<file path="config.mk">
export PLATFORM = sky130hd
export DESIGN_NAME = wb_merge
export DESIGN_NICKNAME = d
export VERILOG_FILES = /design/src/rtl/wb_merge.sv
export SDC_FILE = /design/constraint.sdc
export NUM_CORES = 1
export LEC_CHECK = 0
export ABC_CLOCK_PERIOD_IN_PS = 7500
export CORE_ASPECT_RATIO = 0.7
export CORE_MARGIN = 2
export CORE_UTILIZATION = 48
export CTS_CLUSTER_SIZE = 25
export DETAILED_ROUTE_END_ITERATION = 10
export PLACE_DENSITY = 0.84
export SYNTH_ARGS = -nofsm -noshare
export SYNTH_HDL_FRONTEND = slang
export SYNTH_SLANG_ARGS = --single-unit
</file>
<file path="constraint.sdc">
create_clock -name clk_i -period 7.5 [get_ports clk_i]
set_input_delay 1.125 -clock clk_i [delete_from_list [all_inputs] [get_ports clk_i]]
set_output_delay 1.125 -clock clk_i [all_outputs]
set_load 0.02 [all_outputs]
</file>
<file path="src/rtl/wb_merge.sv">
// Writeback merge: gathers ALU results and memory read data onto one register-file
// write port in issue order, steered by a tag FIFO of {sel, rd} per dispatched op.
module wb_merge #(
    parameter int unsigned WIDTH = 32,
    parameter int unsigned DEPTH = 4,
    parameter int unsigned RD_W  = 5
) (
    input  logic                     clk_i,
    input  logic                     rst_ni,
    input  logic                     issue_valid_i,
    input  logic                     issue_sel_i,
    input  logic [RD_W-1:0]          issue_rd_i,
    output logic                     issue_ready_o,
    input  logic                     alu_valid_i,
    input  logic [WIDTH-1:0]         alu_data_i,
    output logic                     alu_ready_o,
    input  logic                     mem_valid_i,
    input  logic [WIDTH-1:0]         mem_data_i,
    output logic                     mem_ready_o,
    output logic                     wb_valid_o,
    output logic [WIDTH-1:0]         wb_data_o,
    output logic [RD_W-1:0]          wb_rd_o,
    output logic                     wb_sel_o,
    input  logic                     wb_ready_i,
    output logic [$clog2(DEPTH):0]   inflight_o
);

    localparam int unsigned PtrW = $clog2(DEPTH);
    localparam int unsigned CntW = PtrW + 1;

    logic            tag_sel_q [DEPTH];
    logic [RD_W-1:0] tag_rd_q  [DEPTH];
    logic [PtrW-1:0] wr_ptr_q, wr_ptr_d;
    logic [PtrW-1:0] rd_ptr_q, rd_ptr_d;
    logic [CntW-1:0] count_q, count_d;

    logic             wb_valid_q, wb_valid_d;
    logic [WIDTH-1:0] wb_data_q, wb_data_d;
    logic [RD_W-1:0]  wb_rd_q, wb_rd_d;
    logic             wb_sel_q, wb_sel_d;

    logic full, empty, out_free, head_sel, push, pop, alu_acc, mem_acc;

    always_comb begin
        full     = (count_q == CntW'(DEPTH));
        empty    = (count_q == '0);
        out_free = !wb_valid_q || wb_ready_i;
        head_sel = tag_sel_q[rd_ptr_q];
        // Readies depend only on FIFO head and output slot, never on source valids.
        alu_ready_o   = !empty && !head_sel && out_free;
        mem_ready_o   = !empty &&  head_sel && out_free;
        issue_ready_o = !full;
        alu_acc = alu_valid_i && alu_ready_o;
        mem_acc = mem_valid_i && mem_ready_o;
        pop     = alu_acc || mem_acc;
        push    = issue_valid_i && !full;
    end

    always_comb begin
        wr_ptr_d = push ? wr_ptr_q + PtrW'(1) : wr_ptr_q;
        rd_ptr_d = pop  ? rd_ptr_q + PtrW'(1) : rd_ptr_q;
        count_d  = count_q;
        unique case ({push, pop})
            2'b10:   count_d = count_q + CntW'(1);
            2'b01:   count_d = count_q - CntW'(1);
            default: count_d = count_q;
        endcase
    end

    always_comb begin
        wb_valid_d = wb_valid_q;
        wb_data_d  = wb_data_q;
        wb_rd_d    = wb_rd_q;
        wb_sel_d   = wb_sel_q;
        if (pop) begin
            wb_valid_d = 1'b1;
            wb_data_d  = mem_acc ? mem_data_i : alu_data_i;
            wb_rd_d    = tag_rd_q[rd_ptr_q];
            wb_sel_d   = head_sel;
        end else if (wb_ready_i) begin
            wb_valid_d = 1'b0;
        end
    end

    always_ff @(posedge clk_i or negedge rst_ni) begin
        if (!rst_ni) begin
            for (int i = 0; i < DEPTH; i++) begin
                tag_sel_q[i] <= 1'b0;
                tag_rd_q[i]  <= '0;
            end
            wr_ptr_q   <= '0;
            rd_ptr_q   <= '0;
            count_q    <= '0;
            wb_valid_q <= 1'b0;
            wb_data_q  <= '0;
            wb_rd_q    <= '0;
            wb_sel_q   <= 1'b0;
        end else begin
            if (push) begin
                tag_sel_q[wr_ptr_q] <= issue_sel_i;
                tag_rd_q[wr_ptr_q]  <= issue_rd_i;
            end
            wr_ptr_q   <= wr_ptr_d;
            rd_ptr_q   <= rd_ptr_d;
            count_q    <= count_d;
            wb_valid_q <= wb_valid_d;
            wb_data_q  <= wb_data_d;
            wb_rd_q    <= wb_rd_d;
            wb_sel_q   <= wb_sel_d;
        end
    end

    assign wb_valid_o = wb_valid_q;
    assign wb_data_o  = wb_data_q;
    assign wb_rd_o    = wb_rd_q;
    assign wb_sel_o   = wb_sel_q;
    assign inflight_o = count_q;

endmodule

</file>
Word-level counts from Yosys, hierarchy flattened
Index checks and enable logic that the tools add are counted.
{"block": "op_classes", "n_lt_le_gt_ge": 3, "add_sub_neg": 4, "n_bitwise": 2, "n_eq_ne": 3, "n_reduce_logical": 17, "mux": 16}
{"cell": "32-bit two-way mux", "n": 1}
{"cell": "20-bit bitwise mux", "n": 1}
{"cell": "5-bit two-way mux", "n": 3}
{"cell": "5-bit binary-select mux with 2-bit select", "n": 1}
{"cell": "5-bit demux with 2-bit select", "n": 1}
{"cell": "1-bit logical AND", "n": 8}
{"cell": "3-bit >= comparator (second input constant)", "n": 2}
{"cell": "2-bit NOT with 3-bit output", "n": 2}
{"cell": "3-bit case mux with 2 select lines", "n": 1}
{"cell": "1-bit two-way mux", "n": 5}
{"cell": "2-bit by 1-bit adder with 2-bit output (second input constant)", "n": 2}
{"cell": "4-bit bitwise mux", "n": 1}
{"cell": "1-bit zero test", "n": 4}
{"cell": "2-bit nonzero test", "n": 2}
{"cell": "3-bit by 1-bit adder with 3-bit output (second input constant)", "n": 1}
{"cell": "3-bit == test (second input constant)", "n": 1}
{"cell": "3-bit zero test", "n": 1}
{"cell": "3-bit by 1-bit < comparator with 1-bit output (second input constant)", "n": 1}
{"cell": "3-bit by 1-bit subtractor with 3-bit output (second input constant)", "n": 1}
{"cell": "1-bit binary-select mux with 2-bit select", "n": 1}
{"cell": "1-bit demux with 2-bit select", "n": 1}
{"cell": "2-bit by 1-bit == test with 1-bit output (second input constant)", "n": 1}
{"cell": "2-bit == test (second input constant)", "n": 1}
{"cell": "1-bit logical OR", "n": 2}
{"block": "word_totals", "reg_bits": 70, "elab_cells": 60}

Depth between registers and ports, before layout
{"block": "depth", "depth_word": 11, "depth_mapped": 12, "mapped_depth_nobuf": 9}

Worst setup path before layout
Ideal clock, no wire load.
{"block": "synth_timing", "path_kind": "input-to-reg", "startpoint": "in wb_ready_i", "endpoint": "reg count_q[2], in the netlist inflight_o[2]", "slack_ns": 4.596, "path_stages": 11, "t_arrival_ns": 2.824, "t_required_ns": 7.420, "setup_ns": 0.080, "path_cell_list": "nand2b_1 -> nand2_1 -> nor2_1 -> buf_6 -> buf_12 -> ha_1 -> inv_1 -> fa_1 -> xor2_1 -> nor2_1 -> xor2_1"}
{"block": "synth_via", "elab_chain_cells": 6}
{"element": "start: declaration", "line": "24", "source": "input logic wb_ready_i,"}
{"element": "1-bit logical OR *", "line": "47", "source": "out_free = !wb_valid_q || wb_ready_i;"}
{"element": "1-bit logical AND, on equally long branches", "line": "50, 51"}
{"element": "1-bit logical AND, on equally long branches", "line": "53, 54"}
{"element": "1-bit logical OR *", "line": "55", "source": "pop = alu_acc || mem_acc;"}
{"element": "net pop", "line": "42", "source": "logic full, empty, out_free, head_sel, push, pop, alu_acc, mem_acc;"}
{"element": "2-bit by 1-bit == test with 1-bit output or 2-bit == test (tied branches)", "line": "63", "source": "unique case ({push, pop})"}
{"element": "3-bit case mux with 2 select lines or 2-bit nonzero test (tied branches)"}
{"element": "end signal: assignment", "line": "105", "source": "count_q <= count_d;"}
{"element": "end: declaration", "line": "35", "source": "logic [CntW-1:0] count_q, count_d;"}
The timed path passes the listed nets; every way through them passes the cells marked *.
A chain may end at the register's enable or synchronous reset.

Worst setup path after layout
{"block": "layout_timing", "startpoint": "in wb_ready_i", "endpoint": "out alu_ready_o"}
{"block": "layout_via", "elab_chain_cells": 2}
{"element": "1-bit logical OR", "line": "47"}
{"element": "1-bit logical AND", "line": "50", "source": "alu_ready_o = !empty && !head_sel && out_free;"}
{"element": "end: declaration", "line": "16", "source": "output logic alu_ready_o,"}
Every way passes these cells.

==> flow_summary.yaml <==
finish:
  drive_above_1_share: 0.347
  nets: 426
  antenna_cells: 0
  final_common_cell: "clkdlybuf4s50_1"
  syn_to_final_growth_pct: 45.3
  layout.cells.most_common_list: "clkdlybuf4s50_1 (119), mux2_2 (85), dfrtp_1 (70), clkbuf_8 (10)"
  fin_area_mm2: 0.00484
worst_hold_path:
  worstHoldStart: "tag_sel_q[1]"
  hp-class: "flip-flop to flip-flop"
  holdPathEnd: "tag_sel_q[1]"
  whs_path_depth: 1
synthesis:
  ys_types: 25
  synth-simple-area-share: 0.0252
  netlist_area_mm2: 0.00333
  synth_top_family_by_area: "multiplexers"
  yosysWarnings: 0
  synth_seq_cells: 70
  synthMuxAreaShare: 0.371
  synth_xor_area_frac: 0.0158
  syn_inst: 220
  synth.avg_cell_area_um2: 15.1
  synthAdderAreaFrac: 0.0248
  synth_nets: 302
  ys_seq_area_frac: 0.526
  synth_compound_area_frac: 0.00751
clock_tree:
  cts_buffer_depth: 2
  cts_max_level: 3
  cts_root_buf: "clkbuf_8"
  cts.reportedPaths.clkPinSlew_ps: 70
  numCtsBuffers: 9
  cts_hold_buffers: 0
  clock_sinks: 70
  insertion_delay_ps: 330
  ctsResizeCount: 0
  cts_tree: "done"
  cts_setup_buffers: 0
worst_setup_path:
  crit_type: "primary input to primary output"
  end_kind: "primary output"
  r2r_cells: 10
  startpoint_type: "primary input"
  worstPathMaxFanout: 5
  cp.arrival_ps: 2650
  worstPathRequired_ps: 6380
  rr_endpoint: "inflight_o[2]"
  r2r-start: "rd_ptr_q[0]"
  rrSetupSlack_ps: 4210
place:
  routabilityCongestion: 0.703
  portBuffers: 120
  post_dp_cell_area_mm2: 0.00459
  hpwlAfterDp_mm: 5.41
routing:
  drtIter0Drc: 133
  drc_errors: 0
  firstDrtPassIters: 4
  wl_per_cell_um: 16.4
  final_antenna_net_count: 0
  num_vias: 2207
  wl_mm: 7.27
  vias_per_cell: 4.98
floorplanning:
  die_w_um: 104
  initial_utilization: 0.495
  ios: 121
  die_y_um: 73.7
  die_area_mm2: 0.00763
  core_area_mm2: 0.00673
  num_rows: 25
outcome:
  status: "completed"
global_routing:
  antenna_found_initial: 0
  grt-ovfl-total: 0
  grt_max_degree: 71
  first_global_vias: 2292
  grt_pass1_wl_mm: 12.0
  track_usage: 0.206
sta:
  worst_pin_slew_ps: 1080
  fin_worst_skew_ps: 4.26
  setup_viol: 0
  fin_crit_sh: 0.503
  rsz0062_at_grt: "false"
  fmax_mhz: 265
  period_minus_slack_ps: 3770
  hold_violations: 0
  maxSlewHeadroom: 0.281
  slew_violations: 0
  fin_setup_tns_ps: 0
job:
  maxCapViolCount: 0
power:
  ir_worst_vdd_v: 0.000229
  power.density_mw_per_mm2: 456
  cellLeakagePower_nw: 2.04
  power_mw: 2.21
[state kept, by name, indices dropped and copies added, names as in the netlist]
signal	flops
wb_data_o	32
tag_rd_q	20
wb_rd_o	5
tag_sel_q	4
inflight_o	3
rd_ptr_q	2
wr_ptr_q	2
wb_sel_o	1
wb_valid_o	1
[metrics by stage]
stage	setup slack (ps)	std cells	util	hold slack [ps]
floorplan	4600	220	-	474
global placement	3750	427	0.683	483
detailed placement	3690	427	0.683	492
CTS	3730	443	0.720	508
global route	3640	443	0.720	517
finish	3730	443	0.720	502
[synth_stat cells]
master / instances / area share
a21boi_1: 1 / 0.0023
and3_1: 1 / 0.0019
buf_12: 1 / 0.0060
buf_2: 5 / 0.0075
buf_6: 2 / 0.0068
clkbuf_2: 1 / 0.0015
dfrtp_1: 70 / 0.53
fa_1: 1 / 0.0060
ha_1: 5 / 0.019
inv_1: 7 / 0.0079
mux2_2: 85 / 0.29
mux2_4: 8 / 0.036
mux2i_1: 1 / 0.0030
mux2i_2: 1 / 0.0041
mux4_2: 6 / 0.041
nand2_1: 8 / 0.0090
nand2b_1: 1 / 0.0019
nand4_2: 1 / 0.0038
nor2_1: 4 / 0.0045
nor3b_1: 1 / 0.0023
o21ai_0: 2 / 0.0030
o31ai_1: 1 / 0.0023
or3_1: 1 / 0.0019
xnor2_1: 2 / 0.0053
xor2_1: 4 / 0.011
[cell type report]
| class | instances | area, um^2 |
|---|---|---|
| inverters | 7 | 26.3 |
| clock inverters | 6 | 109 |
| fillers | 475 | 1880 |
| clock buffers | 10 | 138 |
| repair buffers | 122 | 1210 |
| well taps | 94 | 118 |
| multi-input cells | 134 | 1490 |
| flip-flops and latches | 70 | 1750 |
[layer usage]
| layer | up-vias | share of wire | track usage |
|---|---|---|---|
| met1 | 1093 | 0.46 | 0.262 |
| li1 | 1038 | - | - |
| met3 | 7 | 0.056 | 0.0772 |
| met5 | - | 0 | 0 |
| met2 | 69 | 0.48 | 0.338 |
| met4 | 0 | 0.0085 | 0.0586 |
[kinds of logic (layout without fill, tap and decap cells)]
| family | Yosys count | after routing |
|---|---|---|
| buffers and inverters | 16 | 145 |
| xor gates and xnor gates | 6 | 6 |
| adders and majority gates | 6 | 6 |
| and+or+nand+nor | 17 | 17 |
| muxes | 101 | 101 |
| DFF | 70 | 70 |
| AOI/OAI and AO/OA | 4 | 4 |
[power breakdown]
group	switching, mW	leakage, nW	internal (mW)
Combinational	0.492	1.09	0.654
Clock	0.134	0.126	0.229
Sequential	0.120	0.825	0.579
[worst max-delay path by stage]
stage | start | to | slack [ps] | cells after the start
global route | wb_ready_i | alu_ready_o | 3640 | 5
finish | wb_ready_i | alu_ready_o | 3730 | 5
detailed placement | wb_ready_i | inflight_o[2] | 3690 | 11
CTS | wb_ready_i | alu_ready_o | 3730 | 5
floorplan | wb_ready_i | inflight_o[2] | 4600 | 11
global placement | wb_ready_i | alu_ready_o | 3750 | 5
[critical path, cell delays in order]
cell,delay (ps)
clkdlybuf4s50_1,450
nand2b_1,160
nand2_1,170
nor2_1,130
clkdlybuf4s50_1,610
(Power assumes the default switching activity.)
==> edit 1 (same settings) <==
Take the reset off `wb_data_q` and load it in a clocked block of its own.
--- a/src/rtl/wb_merge.sv
+++ b/src/rtl/wb_merge.sv
@@ -92,7 +92,6 @@
             rd_ptr_q   <= '0;
             count_q    <= '0;
             wb_valid_q <= 1'b0;
-            wb_data_q  <= '0;
             wb_rd_q    <= '0;
             wb_sel_q   <= 1'b0;
         end else begin
@@ -104,10 +103,13 @@
             rd_ptr_q   <= rd_ptr_d;
             count_q    <= count_d;
             wb_valid_q <= wb_valid_d;
-            wb_data_q  <= wb_data_d;
             wb_rd_q    <= wb_rd_d;
             wb_sel_q   <= wb_sel_d;
         end
+    end
+
+    always_ff @(posedge clk_i) begin
+        wb_data_q <= wb_data_d;
     end
 
     assign wb_valid_o = wb_valid_q;
Behaviour: differs if rst_ni is asserted again (counterexample within 4 cycles, from zero or initial values and one cycle with rst_ni low); with rst_ni held inactive, the same outputs for 4 cycles.
==> edit 1 against the original RTL <==
Synthesized area shrank 5.8%; cell count shrank 11%; total power decreased by 8.6%; highest routed layer unchanged; setup slack got worse by 0.70 ns; via count decreased by 9.6%; sequential cell count unchanged; wire length decreased by 7.4%; cell area decreased by 5.4%.
==> edit 1: results <==
set metrics [dict create \
    setup_ws_ns 3.03 \
    place_area_um2 4400 \
    slowest_stage "nand4_2" \
    dp_cells 378 \
    arrival_ns 4.73 \
    routed_wl_mm 6.74 \
    post-dp-hpwl_mm 5.19 \
    status "completed" \
    leakage_nw 1.84 \
    synth_seq_area_share_pct 60.9 \
    synth_area_leaders "edfxtp_1, dfrtp_1, mux2_2, mux4_1, mux2_4" \
    synth-compound-area-share_pct 0.877 \
    grt_max_degree 39 \
    grt_usage_pct 20.1 \
    gp_congestion 0.737 \
    synth_edf_count 32 \
    ys_top_cells_by_count "mux2_2, dfrtp_1, edfxtp_1, inv_1, nand2_1" \
    syn_nets 266 \
    path_delay_family "simple AND/OR/NAND/NOR gates" \
    peakVddDrop_v 0.000186 \
    n_fill_cell 422 \
    async_flop_share_pct 54.3 \
    rr_worst_depth 11 \
    grt_pass1_vias 2151 \
    synth_cell_types 27 \
    worst_pin_slew_ns 1.08 \
    drt_iter0_drc 56 \
    holdWs_ns 0.500 \
    grt_pass1_wl_mm 10.7 \
]
edit 1: logic make-up (layout without fill, tap and decap cells):
family / Yosys count / after routing
xor+xnor: 6 / 6
buf+inv: 14 / 146
compound gates: 4 / 4
fa+ha+maj: 6 / 6
flops: 70 / 70
simple gates: 16 / 16
mux: 68 / 68
edit 1: path summary, 6_finish.rpt:
path                              from             to
max reg2reg                rd_ptr_q[0]  inflight_o[2]
min reg2reg                tag_rd_q[0]    tag_rd_q[0]
max in group asynchronous       rst_ni   tag_rd_q[17]
min in group asynchronous       rst_ni    tag_rd_q[0]
max                         wb_ready_i  inflight_o[2]
min                        tag_rd_q[0]    tag_rd_q[0]
edit 1: where the power goes:
group | total [mW] | internal [mW] | switching, mW
logic | 0.988 | 0.531 | 0.458
clock network | 0.281 | 0.151 | 0.129
registers | 0.751 | 0.645 | 0.106
edit 1: routing by layer:
layer / GRT usage, % / up-vias / wire (um)
li1: - / 929 / -
met4: 5.02 / 0 / 65
met3: 10.2 / 9 / 596
met1: 24.9 / 975 / 2780
met5: 0 / - / 0
met2: 31.6 / 83 / 3290
edit 1: layout make-up:
class	instances	area, um2	share of cell area [%]
inverters	8	30.0	0.655
well taps	78	97.6	2.13
clock inverters	5	50.0	1.09
repair buffers	122	1220	26.5
flip-flops and latches	70	1910	41.7
multi-input cells	100	1140	25.0
clock buffers	11	131	2.87
edit 1: worst register-to-register path, cell delays in order, from the launching register on:
cell,delay (ns)
dfrtp_1,0.53
mux4_2,0.47
nand4_2,0.84
and2_4,0.53
inv_1,0.07
buf_4,0.36
ha_1,0.28
inv_1,0.07
fa_1,0.38
xor2_1,0.16
nor2_1,0.12
xor2_1,0.15
==> edit 2 (config.mk and constraints unchanged) <==
Made on the original files. `WIDTH`: 32 -> 64.
--- a/src/rtl/wb_merge.sv
+++ b/src/rtl/wb_merge.sv
@@ -1,7 +1,7 @@
 // Writeback merge: gathers ALU results and memory read data onto one register-file
 // write port in issue order, steered by a tag FIFO of {sel, rd} per dispatched op.
 module wb_merge #(
-    parameter int unsigned WIDTH = 32,
+    parameter int unsigned WIDTH = 64,
     parameter int unsigned DEPTH = 4,
     parameter int unsigned RD_W  = 5
 ) (
Ports: changed (resized alu_data_i, mem_data_i and wb_data_o); port bits go from 121 to 217. No check against the original RTL was run, so the function may have changed too.
==> edit 2 against the original RTL <==
Critical path depth increased by 6; maximum frequency shrank 9.1%; synthesized area is 45% higher; hold slack worse by 0.0027 ns; sequential cell count up 32; setup slack worse by 0.38 ns; synthesized cell count grew 83%; total power grew 44%; cell area increased by 51%; wire length grew 85%; clock power increased by 31%; via count increased by 81%; clock skew up 0.0014 ns.
==> edit 2: results <==
set metrics [dict create \
    rr_worst_depth 11 \
    r2r_slack_ns 3.87 \
    grt_usage_pct 24.2 \
    peakVddDrop_v 0.000243 \
    cts_buffers 9 \
    via_per_inst 5.42 \
    gp_congestion 0.817 \
    drive_above_1_share_pct 8.40 \
    firstDrtPassIters 5 \
    whs_endpoint "tag_rd_q[11]" \
    slew_headroom_pct 29.6 \
    avgRoutedWirePerCell_um 18.3 \
    leakage_nw 3.32 \
    crit_fanout 67 \
    dp_cells 720 \
    r2r-end "inflight_o[2]" \
    grt_pass1_vias 3917 \
    post_cts_resized 0 \
    synth_cell_types 32 \
    hp-start "tag_rd_q[11]" \
    async_flop_share_pct 100 \
    drt_iter0_drc 302 \
    post-dp-hpwl_mm 9.79 \
    hp-class "flop to flop" \
    final_cells 735 \
    largest_register_ff_count 64 \
    syn_nets 549 \
    io_buffers 216 \
    skew_ns 0.00561 \
    rows 30 \
    ys_top_cells_by_count "o21ai_0, dfrtp_1, mux2i_1, mux2_2, clkbuf_1" \
    synth_seq_area_share_pct 53.0 \
    cts-root-buf "clkbuf_16" \
    switching_share_pct 39.1 \
    status "completed" \
    cts.htree.levels 3 \
    antenna_found_initial 0 \
    yosys_warnings 0 \
    arrival_ns 4.40 \
    synth_area_leaders "dfrtp_1, mux2i_1, o21ai_0, mux2_2, mux4_1" \
    grt_max_degree 68 \
    nets 749 \
    syn_inst 403 \
    grt_pass1_wl_mm 20.1 \
]
edit 2: cell types whose count changed in the layout (fill, tap and decap cells not counted), sizes merged, moves of 2 or more:
cell	change
dfrtp	+32
nor2	-2
clkdlybuf4s50	+96
o21ai	+127
clkinv	-2
nor3	+2
mux2i	+64
mux2	-64
edit 2: critical path, stage by stage:
cell             delay (ns)
clkdlybuf4s50_1        0.50
nand2b_1               0.20
nand2_2                0.60
or2_4                  0.73
inv_8                  0.17
ha_1                   0.19
inv_1                  0.06
fa_1                   0.37
xor2_1                 0.15
nor2_1                 0.12
xor2_1                 0.18
edit 2: logic make-up (layout without fill, tap and decap cells):
logic type / Yosys count / in the layout / share of synthesized area, %
AO/OA/AOI/OAI: 131 / 131 / 13.7
XOR/XNOR: 6 / 6 / 1.09
adder cells (fa/ha/maj): 6 / 6 / 1.71
buffers and inverters: 37 / 241 / 4.36
flip-flops: 102 / 102 / 53.0
multiplexers: 101 / 101 / 24.1
AND/OR/NAND/NOR: 20 / 20 / 2.05
edit 2: layer usage:
metal	wire length, um	global-route usage [%]	vias to the layer above
li1	-	-	1855
met1	5790	31.8	1943
met2	6410	40.3	161
met3	967	6.12	26
met4	300	7.02	0
met5	0	0	-
edit 2: stage by stage:
step                hold WS [ns]  util (%)  instance area (um2)  setup slack (ns)  total power [mW]
CTS                        0.500      75.1                 7300              3.34              3.21
floorplan                  0.470         -                 4820              4.65              2.03
global placement           0.478      72.0                 7000              3.19              2.65
detailed placement         0.485      72.0                 7000              2.99              2.72
finish                     0.499      75.1                 7300              3.35              3.19
global route               0.511      75.1                 7300              3.08              3.37
edit 2: cell type report:
class                      count  area [um2]
multi-input combinational    264        2070
clock buffer                  11         233
timing repair buffer         219        2180
clock inverter                 4        72.6
inverter                       7        33.8
fill                         674        2420
tap                          128         160
sequential                   102        2550
edit 2: how the worst max path moves through the flow:
stage,from,to,slack [ns],cells past startpoint
after global placement,wb_ready_i,inflight_o[2],3.19,11
after detailed placement,wb_ready_i,inflight_o[2],2.99,11
final,wb_ready_i,inflight_o[2],3.35,11
after floorplan,wb_ready_i,inflight_o[2],4.65,11
after global routing,wb_ready_i,inflight_o[2],3.08,11
after CTS,wb_ready_i,inflight_o[2],3.34,11
edit 2: power groups by stage:
stage                     Sequential [mW]  Clock (mW)  Combinational (mW)
after floorplan                      1.20           0               0.823
after global placement              0.991           0                1.66
after detailed placement             1.01           0                1.72
after CTS                           0.998       0.487                1.72
after global routing                 1.03       0.511                1.83
final                                1.00       0.476                1.71
